--- src/rtl/ifetch_unit.sv ---
// ifetch_unit: sequential instruction fetch stage in front of the behavioural
// memory `mem`. Owns the program counter, issues one combinational read per
// cycle, buffers {pc, word} pairs in a small FIFO and presents them downstream
// with a valid/ready handshake. Redirects flush the buffer and reload the pc;
// misaligned or out-of-range fetch addresses halt fetching with a sticky fault.
//
// Ports:
//   clk, reset          rising-edge clock, asynchronous active-high reset
//   mem_addr, mem_read  read request to `mem` (mem_addr always equals pc)
//   mem_rdata           word returned by `mem` in the same cycle
//   redirect, redirect_pc  flush and restart fetch at redirect_pc
//   inst_valid, inst_ready, inst, inst_pc  downstream instruction handshake
//   fault               fetch halted on an illegal address
module ifetch_unit #(
  parameter logic [31:0] RESET_PC   = 32'h0000_0000,
  parameter int unsigned DEPTH      = 2,
  parameter logic [31:0] ADDR_LIMIT = 32'h0000_FFFF
) (
  input  logic        clk,
  input  logic        reset,
  output logic [31:0] mem_addr,
  output logic        mem_read,
  input  logic [31:0] mem_rdata,
  input  logic        redirect,
  input  logic [31:0] redirect_pc,
  output logic        inst_valid,
  input  logic        inst_ready,
  output logic [31:0] inst,
  output logic [31:0] inst_pc,
  output logic        fault
);

  localparam int unsigned PW = (DEPTH > 1) ? $clog2(DEPTH) : 1;
  localparam int unsigned CW = $clog2(DEPTH + 1);

  typedef enum logic {
    S_FETCH = 1'b0,
    S_FAULT = 1'b1
  } state_t;

  state_t          state, state_nxt;
  logic [31:0]     pc, pc_nxt;
  logic [31:0]     buf_pc   [DEPTH];
  logic [31:0]     buf_data [DEPTH];
  logic [PW-1:0]   head, tail;
  logic [CW-1:0]   count;
  logic            pc_legal, redir_legal, full, push, pop;

  // Wrapping pointer increment; DEPTH need not be a power of two.
  function automatic logic [PW-1:0] ptr_inc(input logic [PW-1:0] p);
    return (p == PW'(DEPTH - 1)) ? '0 : p + PW'(1);
  endfunction

  assign pc_legal    = (pc[1:0] == 2'b00) && (pc <= ADDR_LIMIT);
  assign redir_legal = (redirect_pc[1:0] == 2'b00) && (redirect_pc <= ADDR_LIMIT);
  assign full        = (count == CW'(DEPTH));
  assign push        = mem_read;
  assign pop         = inst_valid && inst_ready && !redirect;

  // State and pc register.
  always_ff @(posedge clk or posedge reset) begin
    if (reset) begin
      state <= S_FETCH;
      pc    <= RESET_PC;
    end else begin
      state <= state_nxt;
      pc    <= pc_nxt;
    end
  end

  // Next state, next pc and read request; redirect overrides everything.
  always_comb begin
    state_nxt = state;
    pc_nxt    = pc;
    mem_read  = 1'b0;
    if (redirect) begin
      pc_nxt    = redirect_pc;
      state_nxt = redir_legal ? S_FETCH : S_FAULT;
    end else begin
      case (state)
        S_FETCH: begin
          if (!pc_legal) begin
            state_nxt = S_FAULT;
          end else if (!full && !reset) begin
            mem_read = 1'b1;
            pc_nxt   = pc + 32'd4;
          end
        end
        S_FAULT: begin
          state_nxt = S_FAULT;
        end
        default: begin
          state_nxt = S_FETCH;
        end
      endcase
    end
  end

  // FIFO pointers and occupancy; redirect flushes regardless of push/pop.
  always_ff @(posedge clk or posedge reset) begin
    if (reset) begin
      head  <= '0;
      tail  <= '0;
      count <= '0;
    end else if (redirect) begin
      head  <= '0;
      tail  <= '0;
      count <= '0;
    end else begin
      if (push) tail <= ptr_inc(tail);
      if (pop)  head <= ptr_inc(head);
      case ({push, pop})
        2'b10:   count <= count + CW'(1);
        2'b01:   count <= count - CW'(1);
        default: count <= count;
      endcase
    end
  end

  // FIFO storage; contents are only meaningful while counted.
  always_ff @(posedge clk) begin
    if (push) begin
      buf_pc[tail]   <= pc;
      buf_data[tail] <= mem_rdata;
    end
  end

  assign mem_addr   = pc;
  assign inst_valid = (count != '0);
  assign inst       = inst_valid ? buf_data[head] : 32'h0;
  assign inst_pc    = inst_valid ? buf_pc[head]   : 32'h0;
  assign fault      = (state == S_FAULT);

endmodule

--- config.mk ---
export PLATFORM = sky130hd
export DESIGN_NAME = ifetch_unit
export DESIGN_NICKNAME = d
export VERILOG_FILES = /design/src/rtl/ifetch_unit.sv
export SDC_FILE = /design/constraint.sdc
export NUM_CORES = 1
export LEC_CHECK = 0
export CAP_MARGIN = 40
export CELL_PAD_IN_SITES_DETAIL_PLACEMENT = 0
export CELL_PAD_IN_SITES_GLOBAL_PLACEMENT = 2
export CORE_MARGIN = 1
export CORE_UTILIZATION = 31
export DETAILED_ROUTE_END_ITERATION = 7
export GPL_ROUTABILITY_DRIVEN = 0
export PLACE_DENSITY = 0.77
export SYNTH_ARGS = -nofsm -noshare
export SYNTH_HDL_FRONTEND = slang
export SYNTH_SLANG_ARGS = --single-unit
--- constraint.sdc ---
create_clock -name clk -period 17.8 [get_ports clk]
set_clock_uncertainty 0.2 [all_clocks]
set_input_delay 3.56 -clock clk [delete_from_list [all_inputs] [get_ports clk]]
set_output_delay 3.56 -clock clk [all_outputs]
set_load 0.01 [all_outputs]
; ---- After elaboration in Yosys (flattened, before gate mapping)
; Memory sizes are Yosys's and may differ from the RTL's.
; Index checks and enable logic that the tools add are counted.
[classes]
addsub = 5
mul = 0
n_div = 0
n_lt_le_gt_ge = 2
n_eq_ne = 4
shifts = 0
n_mux = 24
n_bitwise = 1
n_reduce_logical = 17
[ops]
columns = cell, n
row1 = 2-to-1 mux 32 bit, 6
row2 = "less-or-equal comparator 32 x 16 -> 1 bit, second input constant", 2
row3 = "adder 32 x 3 -> 32 bit, second input constant", 1
row4 = 2-to-1 mux 1 bit, 15
row5 = nonzero test 2 bit, 5
row6 = logical AND 1 bit, 5
row7 = "equality test 2 bit, second input constant", 2
row8 = logical NOT 2 bit, 2
row9 = one-hot mux 2 bit (2 select lines), 1
row10 = logical NOT 1 bit, 3
row11 = AND reduction 3 bit, 1
row12 = nonzero test 3 bit, 1
row13 = "adder 1 bit, second input constant", 2
row14 = "adder 2 x 1 -> 2 bit, second input constant", 1
row15 = "equality test 2 x 1 -> 1 bit, second input constant", 1
row16 = 2-to-1 mux 2 bit, 1
row17 = "!= test 2 bit, second input constant", 1
row18 = one-hot mux 1 bit (2 select lines), 1
row19 = "subtractor 2 x 1 -> 2 bit, second input constant", 1
row20 = NOT 1 bit, 1
[totals]
regBits = 37
latchBits = 0
ramBits = 128
rom_bits = 0
output_inout_bits = 99
elab_cells = 60
memories = 2
[memory_table]
columns = memory, depth, word_bits, read_ports, rd_clocked_by_memory_dff, wr, line_no
row1 = buf_data, 2, 32, 1, 0, 1, 44  ; logic [31:0] buf_data [DEPTH];
row2 = buf_pc, 2, 32, 1, 0, 1, 43  ; logic [31:0] buf_pc [DEPTH];

; ---- Logic depth before layout (Yosys ltp)
; Gate-level depths: netlist of run 1.
[depth]
ltp_word = 10
depth_mapped = 6
mapped_depth_nobuf = 5

; ---- Least setup slack after synthesis of run 1
; OpenSTA, ideal clock, no wires.
[synth_timing]
path_type = input port to flip-flop
from = input reset
to = memory buf_data[1][0] (enable)
setup_time_ps = 578
t_arrival_ps = 9723
slack_ps = 7299
cell_stages = 5
n_path_buf = 1
cell_sequence = inv_1 and3_1 clkbuf_1 nand3_1 nor3b_1
[synth_via]
elab_chain_cells = 8
[synth_rtl]
columns = element, line_no
row1 = "start, declared", 20  ; input logic reset,
row2 = logical NOT 1 bit (no line), --
row3 = logical AND 1 bit, 84  ; end else if (!full && !reset) begin
row4 = 2-to-1 mux 1 bit, 84
row5 = 2-to-1 mux 1 bit, 82  ; if (!pc_legal) begin
row6 = 2-to-1 mux 1 bit, 80  ; case (state)
row7 = 2-to-1 mux 1 bit, 76  ; if (redirect) begin
row8 = 2-to-1 mux 1 bit, 122  ; if (push) begin
row9 = 2-to-1 mux 1 bit (not written as such), 124  ; buf_data[tail] <= mem_rdata;
row10 = "end, declared", 44
; Every way passes these cells.

; ---- Worst setup path after layout of run 1
[layout_timing]
from = input reset
to = output mem_read
[layout_via]
elab_chain_cells = 6
[layout_rtl]
columns = element, line_no
row1 = logical NOT 1 bit (no line), --
row2 = logical AND 1 bit, 84
row3 = 2-to-1 mux 1 bit, 84
row4 = 2-to-1 mux 1 bit, 82
row5 = 2-to-1 mux 1 bit, 80
row6 = 2-to-1 mux 1 bit, 76
row7 = "end, declared", 22  ; output logic mem_read,
; Every way passes these cells.

==> results of run 1 <==
==> layer usage <==
| layer | part of all wire, % | wire length, um |
|---|---|---|
| met1 | 45 | 7390 |
| met4 | 2.2 | 354 |
| met3 | 4.3 | 706 |
| met5 | 0 | 0 |
| met2 | 48 | 7950 |
==> placed cells by master, fill, tap and decap left out, types with 3 or more instances in the layout <==
cell | synthesis | layout
sky130_fd_sc_hd__a31oi_1 | 11 | 11
sky130_fd_sc_hd__buf_16 | 0 | 3
sky130_fd_sc_hd__buf_4 | 0 | 5
sky130_fd_sc_hd__clkbuf_16 | 0 | 17
sky130_fd_sc_hd__clkdlybuf4s50_1 | 0 | 166
sky130_fd_sc_hd__clkinv_4 | 0 | 3
sky130_fd_sc_hd__dfrtp_1 | 37 | 36
sky130_fd_sc_hd__edfxtp_1 | 128 | 128
sky130_fd_sc_hd__inv_1 | 7 | 7
sky130_fd_sc_hd__inv_6 | 0 | 7
sky130_fd_sc_hd__mux2_2 | 17 | 17
sky130_fd_sc_hd__mux2i_1 | 64 | 64
sky130_fd_sc_hd__nand2_1 | 8 | 8
sky130_fd_sc_hd__nand3_1 | 13 | 13
sky130_fd_sc_hd__nand4_1 | 4 | 4
sky130_fd_sc_hd__nor2_1 | 81 | 80
sky130_fd_sc_hd__nor2b_1 | 3 | 3
sky130_fd_sc_hd__nor3_1 | 4 | 3
sky130_fd_sc_hd__nor4_1 | 15 | 15
sky130_fd_sc_hd__o21ai_0 | 5 | 5
sky130_fd_sc_hd__o31ai_1 | 10 | 10
sky130_fd_sc_hd__or3_1 | 5 | 5
sky130_fd_sc_hd__or4_1 | 12 | 12
==> kinds of logic (layout without fill, tap and decap cells) <==
family / count (synthesis) / after routing
compound gates: 37 / 37
simple gates: 158 / 158
buf+inv: 35 / 213
flops: 165 / 165
xor+xnor: 1 / 1
fa+ha+maj: 1 / 1
mux: 81 / 81
==> state kept, by name, indices dropped and copies added, names as in the netlist <==
signal	flops
buf_data	64
fault	1
buf_pc	64
mem_addr	32
count	2
head	1
tail	1
==> path summary, 6_finish.rpt <==
check / endpoint / cells after the start / startpoint
max: mem_read / 7 / reset
min: buf_pc[0][16] / 0 / mem_addr[16]
max reg2reg: buf_data[1][8] / 6 / mem_addr[20]
min reg2reg: buf_pc[0][16] / 0 / mem_addr[16]
max in group asynchronous: head / 3 / reset
min in group asynchronous: mem_addr[4] / 3 / reset
==> final cells by class <==
cell class,count,area (um^2)
clock buffer,18,429
clock inverter,14,140
fill,1939,11800
inverter,7,26.3
multi-input combinational,278,1910
sequential,165,4770
tap,275,344
timing repair buffer,174,1780
==> stage by stage <==
stage | hold WS, ns | std cells | worst slack, ns
floorplan | 0.327 | 478 | 7.30
global placement | 0.330 | 896 | 8.25
detailed placement | 0.329 | 899 | 8.22
CTS | 0.344 | 931 | 8.20
global route | 0.373 | 931 | 7.99
finish | 0.340 | 931 | 8.26
==> worst max-delay path, cell delays in order <==
cell                              delay (ns)
sky130_fd_sc_hd__clkdlybuf4s50_1        0.48
sky130_fd_sc_hd__inv_1                  0.08
sky130_fd_sc_hd__buf_4                  0.43
sky130_fd_sc_hd__and3_1                 0.35
sky130_fd_sc_hd__nand3_1                0.20
sky130_fd_sc_hd__nor2_1                 0.13
sky130_fd_sc_hd__clkdlybuf4s50_1        0.54
==> where the power goes <==
part           internal (mW)  leakage, nW  switching, mW
Sequential             0.425         1.58         0.0143
Clock                  0.197        0.283          0.157
Combinational         0.0338         1.17         0.0225
Total                  0.656         3.03          0.194
==> summary.md, run 1 <==
For the pin with the worst max-slew slack, the measured transition is 0.717 ns. Maximum level of the CTS H-tree: 4. After clock tree synthesis, the clock-pin slew on the worst setup and hold paths is 0.06 ns. TritonCTS built the clock tree. The logs give 4413 for the via count of the first global-routing pass and 0 for the number of failing setup endpoints in the final timing report. In this run the worst hold path is classified as reg2reg. The first TritonRoute pass finished after 5 iterations. The synthesized design contains 128 enable-type register cells.

Setup repair after global routing left no endpoint under its margin. The compound-gate portion of the synthesized area is 3.85%. The worst setup path is of the in2out kind. The number of hold-repair buffers added at the cts stage is 0, and the net count after synthesis is 547. The number of register bits inferred by synthesis is 165, and the post-synthesis share of cell area spent on xor and xnor gates is 0.129%. The tool flagged a number of max-cap violations equal to 0.

Cell area after placement: 8830 um^2. Critical path capture point type: an output pin. From synthesis to final layout, the design area changed by 38.4%. The wire length after detailed routing is 16400 um, and the data required time at the worst endpoint is 14.04 ns. The share of post-route cells with drive strength above 1 came out at 9.45%. The logs give 4517 for the detailed-route via count and 11300 um for the sum of net half-perimeters after detailed placement.

The ratio of routed vias to standard cells came out at 4.85. The highest attainable clock frequency is 0.105 GHz, and the shortest clock period the worst path allows after layout is 9.54 ns. At the end of the flow the core is filled with cells to 44.3%.

The number of antenna violations at the first check in global routing is 0. The proportion of synthesized flip-flops having asynchronous set or reset came out at 22.4%. The tools report the sum of internal, switching and leakage power as 849 uW.

After global routing the overflow that remains totals 0. Sorting the synthesized cells by area gives the leading types as sky130_fd_sc_hd__edfxtp_1 57%, sky130_fd_sc_hd__dfrtp_1 14%, sky130_fd_sc_hd__mux2i_1 9.4%. The analysis attributes to cell leakage a power of 3.03 nW.

IR analysis of the VDD net gives a maximum drop of 0.0565 mV. For this run, the leading register cell type out of synthesis is sky130_fd_sc_hd__edfxtp_1. After routing, the total negative slack on setup checks comes to 0 ns. With fillers left out, the area of the finished cells amounts to 9400 um^2. After Yosys synthesis, full adders, half adders and majority gates account for 0.184% of the synthesized area. The count of unique library cells instantiated by Yosys is 41, and the area of the core is 21200 um^2.

The most common cell in the synthesized netlist is sky130_fd_sc_hd__edfxtp_1. The number of sinks driven by the clock tree came out at 165. The cell sitting at the root of the clock tree is a sky130_fd_sc_hd__clkbuf_16. Global routing used 23.2% of the available met2 tracks. Yosys printed 0 warnings. Setup slack on the worst reg-to-reg path comes out at 14.74 ns. The total of buffers placed on input and output ports is 166. Post-CTS repair changed the size of 0 cells.

Share of synthesized area occupied by flip-flops and latches: 70.2%. The detail route stage leaves a number of antenna-violating nets equal to 0. The power density relative to cell area was 90.3 nW/um^2. The post-synthesis average cell area was 14.2 um^2.

The height of the die came out at 150 um. The portion of synthesized cell area occupied by the leading cell type came out at 56.6%. 0 antenna diodes ended up in the layout. The run gives 0 as the number of slew-limit violations in the final report. Sorting the synthesized cells by how often they occur yields 128 x sky130_fd_sc_hd__edfxtp_1, 81 x sky130_fd_sc_hd__nor2_1, 64 x sky130_fd_sc_hd__mux2i_1.

The longest clock path from root to sink contains 2 buffers. In the global route stage, met1 resource usage came out at 20.2%. The dominant cell type by area after synthesis is sky130_fd_sc_hd__edfxtp_1. In this run the tightest slew margin relative to its limit is 51.7%. The worst setup path is launched from an input port.

The die footprint came out at 22500 um^2. The logs give 24900 um for the first-pass GRT wire length and 167 for the number of ports placed on the die boundary. The synthesized cell area is 6790 um^2.

Global routing consumed, on the met3 layer, 2.93% of the routing resources. The run finished with clean final reports. The insertion delay to the later sink of the worst-skew pair was 0.42 ns; the die width was 150 um. The starting density of the core is 32.0%, and the number of DRC violations after detailed routing is 0. The most utilized layer in the global route result is met2. After synthesis, the share of cell area in mux cells is 12.3%. Entering global routing, the biggest net connects 50 pins. Clock tree synthesis inserted a total of 17 buffers. The final critical path takes up 53.6% of the cycle. In this run, the number of DRC markers left after iteration 0 of detailed routing was 156. Of all nets on the critical path, the largest fanout is 39. The synthesized-area fraction occupied by and/or/nand/nor cells works out to 11.4%. Arrival time of the worst setup path: 5.78 ns. In the final routed layout, each cell accounts on average for 17.6 um. The count of standard-cell rows was 53; the post-CTS setup-driven buffer insertion count was 0.

Largest family of logic cells by synthesized area: multiplexers. The number of hold violations in the final report was 0. The global routing usage summed across all routing layers was 15.0%; the number of nets in the finished design was 712. The synthesized instance count came out at 478.
No activity file was read; power rests on OpenSTA's default activity.
==> run 2, diff against run 1 <==
- clock period: 17.8 -> 9.79 ns (I/O delays scaled with it)
==> summary.md, run 2 (synthesis results as in run 1) <==
The first global-routing pass estimated 24800 um of wire. Across all layers, the routed design uses 4539 vias. Broken down by cell family, the worst path's largest delay share belongs to buffers and inverters.

Summing all placed instances gives a cell area of 8830 um^2. The starting density of the core was 32.0%; the number of ports placed on the die boundary was 167. The maximum fanout encountered on the critical timing path is 39. Buffers added to address setup during post-CTS repair amount to 0. The H-tree generated during clock tree synthesis spans 4 levels. From left edge to right edge, the die measures 150 um.

Arrival time of the worst setup path: 4.22 ns. The initialized floorplan defines 53 standard-cell rows. The sum of net half-perimeters after detailed placement was 11200 um; the buffer and inverter count on the worst path was 4. The tools report the detailed-router iteration count before antenna repair as 4.

The share of the clock period used by the worst path after layout was 65.1%; the shortest clock period the worst path allows after layout was 6.37 ns. The delay contributed by the slowest stage of the critical path came out at 0.54 ns. After clock tree synthesis, the clock-pin slew on the worst setup and hold paths is 0.07 ns. The dominant cell type by count on the critical path is sky130_fd_sc_hd__clkdlybuf4s50_1.

In the routed design, unresolved DRC markers number 0. The number of gates given a new drive strength after cts is 0, and the number of failing setup endpoints in the final timing report is 0. For this design the static power due to leakage is 3.06 nW. The worst setup margin is 3.42 ns.

The via count of the first global-routing pass was 4449. Once layout is complete, the utilization of the core stands at 44.7%. The worst setup path is of the in2out kind. The accumulated negative setup slack was 0 ns. The logs give 0.157 GHz for the highest attainable clock frequency and 0 for the number of hold-repair buffers added at the cts stage.

Setup repair after global routing left no endpoint under its margin. The tools report the wire length after detailed routing as 16600 um. For the maximum VDD drop, the log shows 0.112 mV. The flow ran to the end, and the final reports show no timing, DRC or antenna violations. The top cell types in the final layout, fill and taps aside, are 166 x sky130_fd_sc_hd__clkdlybuf4s50_1, 128 x sky130_fd_sc_hd__edfxtp_1, 80 x sky130_fd_sc_hd__nor2_1. The tools report the global routing usage summed across all routing layers as 14.9%. TritonCTS built the clock tree.

At the placement stage, the worst setup path has a slack of 3.41 ns. Entering global routing, the biggest net connects 67 pins. Traced cell by cell, the critical path runs through clkdlybuf4s50_1 -> inv_1 -> buf_4 -> and3_1 -> nand3_1 -> nor2_1 -> clkdlybuf4s50_1.

The detailed router finished its first iteration with 178 violations. Counting every sink on the clock net gives 165. For the worst-skew pair, the clock arrives at the later sink with an insertion delay of 0.42 ns.

The cell sitting at the root of the clock tree is a sky130_fd_sc_hd__clkbuf_16. In this run the power density over the cells is 171 nW/um^2. The post-route netlist has 9.45% of its cells at a drive strength greater than 1. For the number of hold violations in the final report, the log shows 0. The run gives 9480 um^2 as the final standard cell area without fillers.

Across the run, the number of max-cap violations was 0. At the worst endpoint, the required time is 7.63 ns. Measured against its own limit, the worst slew margin works out to 50.2%.

The die footprint was 22500 um^2; the total CTS buffers was 17. The sum of overflow across all layers after global routing came out at 0. The tools report the worst hold slack as 0.357 ns.

Startpoint type of the worst setup path: an input port. Leaving out fill and tap cells, the most frequent cell in the layout is sky130_fd_sc_hd__clkdlybuf4s50_1. From bottom edge to top edge, the die measures 150 um. The path class of the tightest hold or removal check is reg2reg. For the count of fill cells added during filler insertion, the log shows 1919. For the pin with the worst max-slew slack, the measured transition is 0.747 ns.

The tools report the number of diodes as 0. The count of buffers added on input and output ports is 166. The logs give 712 for the number of nets in the finished design and 21200 um^2 for the area of the core. The number of antenna violations at the first check in global routing was 0. The count of nets left with antenna violations once routing finished came out at 0.

The area overhead of the layout relative to synthesis works out to 39.5%. The final routed wire length divided by cell count was 17.8 um; the number of slew-limit violations in the final report was 0. The worst setup path is captured at an output pin.

The ratio of routed vias to standard cells is 4.88. The slowest stage of the critical path belongs to the cell sky130_fd_sc_hd__clkdlybuf4s50_1. The clock passes through at most 2 buffers.
[run 2: cell count changes in the layout (fill, tap and decap cells not counted)]
cell | before | now
sky130_fd_sc_hd__clkinvlp_4 | 0 | 1
sky130_fd_sc_hd__inv_8 | 1 | 3
sky130_fd_sc_hd__inv_6 | 7 | 3
sky130_fd_sc_hd__clkinv_2 | 1 | 0
sky130_fd_sc_hd__inv_4 | 1 | 0
sky130_fd_sc_hd__bufinv_16 | 1 | 4
[run 2: worst paths after layout]
check	startpoint	end	slack, ns	cells past startpoint
worst max-delay path	reset	mem_read	3.42	7
worst min-delay path	mem_addr[16]	buf_pc[1][16]	0.36	0
worst max register to register	mem_addr[20]	buf_data[1][12]	6.73	6
worst min register to register	mem_addr[16]	buf_pc[1][16]	0.36	0
max in group asynchronous	reset	head	7.11	3
min in group asynchronous	reset	mem_addr[2]	1.89	3
[run 2: power by group]
group	switching (mW)	internal, mW
clock	0.282	0.436
sequential	0.0260	0.772
combinational	0.0414	0.0615
total	0.349	1.27
[run 2: metal layers]
| layer | global-route usage [%] | vias up | routed length (um) |
|---|---|---|---|
| met2 | 24.9 | 123 | 8170 |
| met3 | 3.08 | 17 | 690 |
| li1 | - | 2140 | - |
| met1 | 19.0 | 2259 | 7430 |
| met4 | 5.05 | 0 | 265 |
| met5 | 0 | - | 0 |
[run 2: per-stage QoR]
step / power [mW] / std cells
floorplan: 0.840 / 478
global route: 1.67 / 931
global placement: 0.914 / 896
CTS: 1.63 / 931
detailed placement: 0.917 / 899
finish: 1.62 / 931
[run 2: cell type report]
cell class	instances	area [um^2]	share of cell area (%)
sequential	165	4770	50.4
multi-input combinational	278	1910	20.1
clock inverter	14	214	2.26
inverter	7	26.3	0.277
tap	275	344	3.63
timing repair buffer	174	1780	18.8
clock buffer	18	429	4.53
